`src/rtl/calc_result_display.sv`:
```
// Calculator result output stage: accepts an 8-bit result, converts it
// to BCD by sequential double-dabble and scans it onto a 7-seg display.
module calc_result_display #(
    parameter int REFRESH_DIV = 16
) (
    input  logic        clk,
    input  logic        rst,
    input  logic        res_valid,
    input  logic [7:0]  res_data,
    output logic        res_ready,
    output logic        busy,
    output logic [11:0] bcd_out,
    output logic [6:0]  seg,
    output logic [2:0]  dig_sel
);

    typedef enum logic {IDLE, CONVERT} state_t;

    localparam logic [15:0] REF_MAX = 16'(REFRESH_DIV - 1);

    state_t      state;
    state_t      state_next;
    logic [19:0] sr;
    logic [19:0] sr_adj;
    logic [19:0] sr_next;
    logic [2:0]  cnt;
    logic        accept;
    logic        done;
    logic [15:0] refresh;
    logic [1:0]  idx;
    logic [3:0]  nib;
    logic        blank;

    function automatic logic [3:0] adj(input logic [3:0] n);
        return (n >= 4'd5) ? n + 4'd3 : n;
    endfunction

    function automatic logic [6:0] dec(input logic [3:0] n);
        logic [6:0] s;
        case (n)
            4'd0:    s = 7'h3F;
            4'd1:    s = 7'h06;
            4'd2:    s = 7'h5B;
            4'd3:    s = 7'h4F;
            4'd4:    s = 7'h66;
            4'd5:    s = 7'h6D;
            4'd6:    s = 7'h7D;
            4'd7:    s = 7'h07;
            4'd8:    s = 7'h7F;
            4'd9:    s = 7'h6F;
            default: s = 7'h00;
        endcase
        return s;
    endfunction

    assign accept = res_valid && (state == IDLE);
    assign done   = (state == CONVERT) && (cnt == 3'd7);

    // One double-dabble step: adjust BCD nibbles, then shift left
    always_comb begin
        sr_adj  = {adj(sr[19:16]), adj(sr[15:12]), adj(sr[11:8]), sr[7:0]};
        sr_next = sr_adj << 1;
    end

    // State register
    always_ff @(posedge clk) begin
        if (rst) state <= IDLE;
        else     state <= state_next;
    end

    // Next-state logic
    always_comb begin
        state_next = state;
        case (state)
            IDLE:    if (accept) state_next = CONVERT;
            CONVERT: if (done)   state_next = IDLE;
            default: state_next = IDLE;
        endcase
    end

    // Handshake outputs decoded from state
    always_comb begin
        res_ready = (state == IDLE);
        busy      = (state == CONVERT);
    end

    // Conversion shift register, step counter and result register
    always_ff @(posedge clk) begin
        if (rst) begin
            sr      <= '0;
            cnt     <= '0;
            bcd_out <= '0;
        end else if (accept) begin
            sr  <= {12'b0, res_data};
            cnt <= '0;
        end else if (state == CONVERT) begin
            sr  <= sr_next;
            cnt <= cnt + 3'd1;
            if (cnt == 3'd7) bcd_out <= sr_next[19:8];
        end
    end

    // Refresh divider and digit index for the display scan
    always_ff @(posedge clk) begin
        if (rst) begin
            refresh <= '0;
            idx     <= '0;
        end else if (refresh == REF_MAX) begin
            refresh <= '0;
            idx     <= (idx == 2'd2) ? 2'd0 : idx + 2'd1;
        end else begin
            refresh <= refresh + 16'd1;
        end
    end

    // Digit select, blanking and segment decode
    always_comb begin
        nib     = 4'd0;
        blank   = 1'b1;
        dig_sel = 3'b000;
        case (idx)
            2'd0: begin
                nib     = bcd_out[3:0];
                blank   = 1'b0;
                dig_sel = 3'b001;
            end
            2'd1: begin
                nib     = bcd_out[7:4];
                blank   = (bcd_out[11:8] == 4'd0) && (bcd_out[7:4] == 4'd0);
                dig_sel = 3'b010;
            end
            2'd2: begin
                nib     = bcd_out[11:8];
                blank   = (bcd_out[11:8] == 4'd0);
                dig_sel = 3'b100;
            end
            default: begin
                nib     = 4'd0;
                blank   = 1'b1;
                dig_sel = 3'b000;
            end
        endcase
        seg = blank ? 7'h00 : dec(nib);
    end

endmodule

```
`config.mk`:
```
export PLATFORM = sky130hd
export DESIGN_NAME = calc_result_display
export DESIGN_NICKNAME = d
export VERILOG_FILES = /design/src/rtl/calc_result_display.sv
export SDC_FILE = /design/constraint.sdc
export NUM_CORES = 1
export LEC_CHECK = 0
export ABC_AREA = 0
export CORE_AREA = 5 5 71 105
export CTS_CLUSTER_DIAMETER = 100
export CTS_CLUSTER_SIZE = 20
export DETAILED_ROUTE_END_ITERATION = 12
export DIE_AREA = 0 0 76 110
export PLACE_DENSITY_LB_ADDON = 0.08
export SYNTH_ARGS = -nofsm -noshare
export SYNTH_HDL_FRONTEND = slang
export SYNTH_SLANG_ARGS = --single-unit
```
`constraint.sdc`:
```
create_clock -name clk -period 2.7 [get_ports clk]
set_input_delay 0.675 -clock clk [delete_from_list [all_inputs] [get_ports clk]]
set_output_delay 0.675 -clock clk [all_outputs]
set_load 0.005 [all_outputs]
```
After elaboration in Yosys (flattened, before gate mapping)

Memories as Yosys holds them, arrays and structs flattened.
Index checks and enable logic that the tools add are counted.

Add/subtract/negate cells: 6
$lt $le $gt $ge: 3
Equal/unequal tests: 4
Muxes and demuxes: 13
Bitwise gates (word level): 2
Reduce and logical (&&, ||, !) cells: 10

Operator list:

| operator                                                                             | number |
|---|---|
| 16-bit by 1-bit adder with 16-bit output (second input constant)                     | 1 |
| 16-bit by 4-bit == test with 1-bit output (second input constant)                    | 1 |
| 8-bit 2-to-1 mux                                                                     | 2 |
| 4-bit by 3-bit greater-or-equal comparator with 1-bit output (second input constant) | 3 |
| 4-bit case mux with 3 select lines                                                   | 1 |
| 3-bit case mux with 3 select lines                                                   | 1 |
| 4-bit by 2-bit adder with 4-bit output (second input constant)                       | 2 |
| 4-bit zero test                                                                      | 2 |
| 4-bit 2-to-1 mux                                                                     | 2 |
| 7-bit 2-to-1 mux                                                                     | 1 |
| 2-bit OR reduction                                                                   | 2 |
| 3-bit by 1-bit adder with 3-bit output (second input constant)                       | 1 |
| 3-bit by 2-bit adder with 3-bit output (second input constant)                       | 1 |
| 3-bit == test (second input constant)                                                | 1 |
| 1-bit logical AND                                                                    | 3 |
| 3-bit 2-to-1 mux                                                                     | 1 |
| 1-bit case mux with 3 select lines                                                   | 1 |
| 3-bit AND reduction                                                                  | 1 |
| 2-bit by 1-bit adder with 2-bit output (second input constant)                       | 1 |
| 2-bit by 1-bit == test with 1-bit output (second input constant)                     | 1 |
| 2-bit == test (second input constant)                                                | 1 |
| 2-bit zero test                                                                      | 1 |
| 1-bit 2-to-1 mux                                                                     | 2 |
| 2-bit 2-to-1 mux                                                                     | 1 |
| 3 further kinds                                                                      | 4 |

Flip-flop bits (word level): 54
Memory bits (read-only): 112
Memories: 1

Memories:

| name             | depth | bits a word | read ports | clocked after memory_dff | wr ports | line | text |
|---|---|---|---|---|---|---|---|
| (name not given) | 16    | 7           | 1          | 0                        | 0        | 40   | `case (n)` |

Logic depth before layout (Yosys ltp)

Depth in word-level cells: 4
Mapped depth: 8
Gate-level depth less buffers: 7

Worst setup path before layout

No wires, ideal clock.

Kind: flip-flop to output port
From: register idx[1]
To: output port seg[3]
Arrival: 1498 ps
Required time: 2025 ps
Setup slack: 527 ps
Stages on the path, launching flop included: 9
Path buffers: 2
Path through: dfxtp_1 > buf_4 > buf_2 > nand2_1 > o22ai_1 > inv_1 > ha_1 > nor2_1 > nor3b_1

Word-level cells in the longest chain between the ends: 4
Elaborated cells between the ends (all ways): 7
Classes of those cells: 2 x eq/ne; 3 x mux; 1 x reduce/logical; 1 x memory

RTL lines:

| element                               | line | text |
|---|---|---|
| start, declared                       | 30   | `logic [1:0] idx;` |
| start signal, assigned                | 110  | `idx <= (idx == 2'd2) ? 2'd0 : idx + 2'd1;` |
| 2-bit == test (tied with other cells) | 121  | `case (idx)` |
| 4-bit case mux with 3 select lines    | 121  |  |
| memory 16 x 7 bit                     | --   |  |
| 7-bit 2-to-1 mux *                    | 143  | `seg = blank ? 7'h00 : dec(nib);` |
| end, declared                         | 13   | `output logic [6:0] seg,` |

Mark *: on every way between the ends. The rest lies on a longest branch, timed or not.

Worst setup path in the final report

Same ends and word-level chain as after synthesis.

==> parameters.txt <==
Parameter                              Value

Status
  Outcome    finished, final reports clean

Finish
  Layout net count    407
  Leading cell type in the layout, fill and taps excluded    nor2_1
  Proportion of layout cells with a drive suffix above 1    16.1%
  Number of fill cells in the layout    612
  Final Instance Count excl. Fillers    461
  Commonest non-fill, non-tap cells in the layout    56 x nor2_1, 51 x dfxtp_1, 32 x a21oi_1
  Growth of design area from synthesis to finish    29.1%
  Diodes inserted    0

STA
  Actual slew at the worst max-slew pin    0.668 ns
  Final Setup Violations    0
  Worst-case headroom to the max-slew limit    55.4%
  Ratio of final minimum period to clock period    97.7%
  Hold violation total from the final report    0
  Setup repair after global routing missed its margin    true
  Fmax    379 MHz
  Final Max Tran Viols    0
  Final worst path period need    2.64 ns
  Worst Clk Skew    0.0130 ns

Setup path
  Type of the worst setup path    reg -> out
  Buffering stage count on the worst path with inverters included    2
  Cells traversed along the worst timing path    buf_6, mux2_2, mux2i_4, nand4_1, nor3b_2, dlygate4sd2_1
  Cell with the largest stage delay on the worst path    dfxtp_2
  Startpoint Class    register
  Worst path arrival time    1.96 ns
  Critical Path Source    idx[1]
  Launch point of the worst reg-to-reg path    refresh[0]
  Flop-to-flop setup slack    0.79 ns
  Data required time at the worst endpoint    2.03 ns
  Worst r2r path cells    5
  Nature of the critical path endpoint    primary output
  Largest driver fanout on the critical path    8
  Top Family by Delay on Critical Path    multiplexers
  Capture instance of the worst register-to-register path    refresh[8]
  Slowest cell delay on critical path    0.38 ns

Clocking
  Clock sinks    54
  H-tree depth    2
  Clock tree root driver cell    clkbuf_8
  Number of hold-repair buffers added at the cts stage    0
  Worst skew pair latency    0.31 ns
  CTS tree    built
  Number of buffers added by the clock tree synthesis step    5
  Largest buffer count on any clock path    2
  Clock transition at the registers of the reported paths    0.11 ns

Synthesis
  Register area share after synthesis    39.0%
  Post-synthesis area per instance    8.28 um^2
  Portion of netlist area occupied by mux cells    10.9%
  Post-synthesis xor/xnor area fraction    5.37%
  Post-synthesis net count    358
  Fraction of the mapped netlist area in adder cells    5.41%
  Count of flip-flops with a built-in enable after synthesis    0
  Synth Register Bits    54
  Mapped Cells    335
  Ys async rst share    0%
  Largest family of logic cells by synthesized area    simple AND/OR/NAND/NOR gates
  Primary FF master, synth    dfxtp_1
  YS warnings    0
  Share of the synthesized area in compound gates (AO/OA/AOI/OAI)    11.6%
  Post-Syn Area    2770 um^2
  Synth cell types    40
  Post-synthesis share of cell area spent on and, or, nand and nor gates    22.3%

Hold path
  Start point of the worst min-delay path    refresh[0]
  Tightest Hold Check Type    reg -> reg
  Depth of the worst hold-timing path    1
  Worst hold endpoint    refresh[0]

Die
  Total die area    8360 um^2
  Vert. Die Dim    110 um
  Starting utilization of the core area    43.1%
  Chip Width    76 um
  Top-level port count    35
  Total core area    6440 um^2
  Floorplan row count    36

Routing
  Per-cell via count in the routed design    5.13
  Final Routed Wirelength    6.01 mm
  Remaining antenna violation count    0
  Routed WL per cell    13.0 um
  Detailed Routing Iterations Pass 1    4
  Initial DRC Count    80
  Number of remaining DRC errors    0
  Vias    2364

Global route
  Final global-route overflow total    0
  Global-route wire length before repair    9.87 mm
  Antenna violations before repair    0
  Number of global-route vias before repair    2254
  GRT Util Overall    14.1%
  Maximum number of pins on one net before global-route repair    30

Pwr
  Leakage Power    1.36 nW
  Power per cell area    419 nW/um^2
  Total chip power    1.50 mW
  Maximum vdd ir drop    0.309 mV

Placement
  Last weighted congestion value of the routability-driven placer    0.835
  Number of cells after detailed placement    443
  DP Wirelength    4.39 mm
  Quantity of I/O buffers inserted on ports    34

Run
  Max_cap viols    0
## sequential cells by signal (all words and copies together), names as in the netlist
name and count:
refresh 16, idx 2, cnt 3, busy 1
sr 20, bcd_out 12
## kinds of logic after synthesis
group,Yosys count
buffers and inverters,34
adder cells (fa/ha/maj),12
AND/OR/NAND/NOR,132
AO/OA/AOI/OAI,56
XOR/XNOR,17
flip-flops,54
multiplexers,30
## cell usage after synthesis (8+ instances only)
cell type | number | area (um^2)
dfxtp_1 | 54 | 1080
a21oi_1 | 33 | 165
nor2_1 | 57 | 214
ha_1 | 12 | 150
clkbuf_1 | 8 | 30.0
nor3_1 | 8 | 40.0
mux2i_1 | 28 | 280
inv_1 | 16 | 60.1
xnor2_1 | 15 | 131
o21ai_0 | 8 | 40.0
nand2_1 | 28 | 105
nand3_1 | 10 | 50.1
## worst register-to-register path, cell delays in order, from the launching register on
cell and delay [ns]:
dfxtp_1 0.39, ha_1 0.21, and3_1 0.25, nand4_1 0.24, nand2b_1 0.57, nor2_1 0.11
## report_power, final
group	leakage (nW)	total (mW)	switching, mW	internal [mW]
Clock	0.0591	0.561	0.278	0.283
Combinational	0.861	0.110	0.0562	0.0534
Sequential	0.439	0.828	0.0165	0.812
Total	1.36	1.50	0.351	1.15
## layer usage
metal / wire length [um] / GRT usage (%) / up-vias
li1: - / - / 1238
met5: 0 / 0 / -
met1: 2570 / 14.3 / 1085
met3: 172 / 3.01 / 7
met4: 95 / 4.83 / 0
met2: 3170 / 28.1 / 34
## cell type report
| type | instances | area (um^2) | share of cell area (%) |
|---|---|---|---|
| clock buffer | 5 | 68.8 | 1.92 |
| clock inverter | 3 | 47.5 | 1.33 |
| inverter | 16 | 60.1 | 1.68 |
| multi-input combinational | 247 | 1680 | 47.0 |
| sequential | 54 | 1090 | 30.4 |
| tap | 76 | 95.1 | 2.65 |
| timing repair buffer | 60 | 539 | 15.1 |
## per-stage QoR
stage / utilization, % / area, um^2 / worst slack, ns / hold WS (ns) / TNS, ns
after floorplan: - / 2770 / 0.527 / 0.430 / 0
after global placement: 50.3 / 3240 / 0.115 / 0.447 / 0
after detailed placement: 50.3 / 3240 / 0.0566 / 0.453 / 0
after CTS: 54.3 / 3490 / -0.0822 / 0.480 / -0.0822
after global routing: 55.6 / 3580 / -0.0421 / 0.491 / -0.0532
final: 55.6 / 3580 / 0.0626 / 0.471 / 0
## how the worst max path moves through the flow
stage	cells after the start	end
after detailed placement	7	seg[3]
after global placement	7	seg[3]
after global routing	7	seg[3]
after CTS	7	seg[6]
final	6	seg[3]
after floorplan	8	seg[3]
## what timing repair did
action / 4_1_cts / 5_1_grt
cloned: 0 / 0
endpoints found under the setup margin: 7 / 5
setup buffers: 6 / 4
pin swaps: 4 / 4
resized for setup: 28 / 20
No activity file was read; power rests on OpenSTA's default activity.
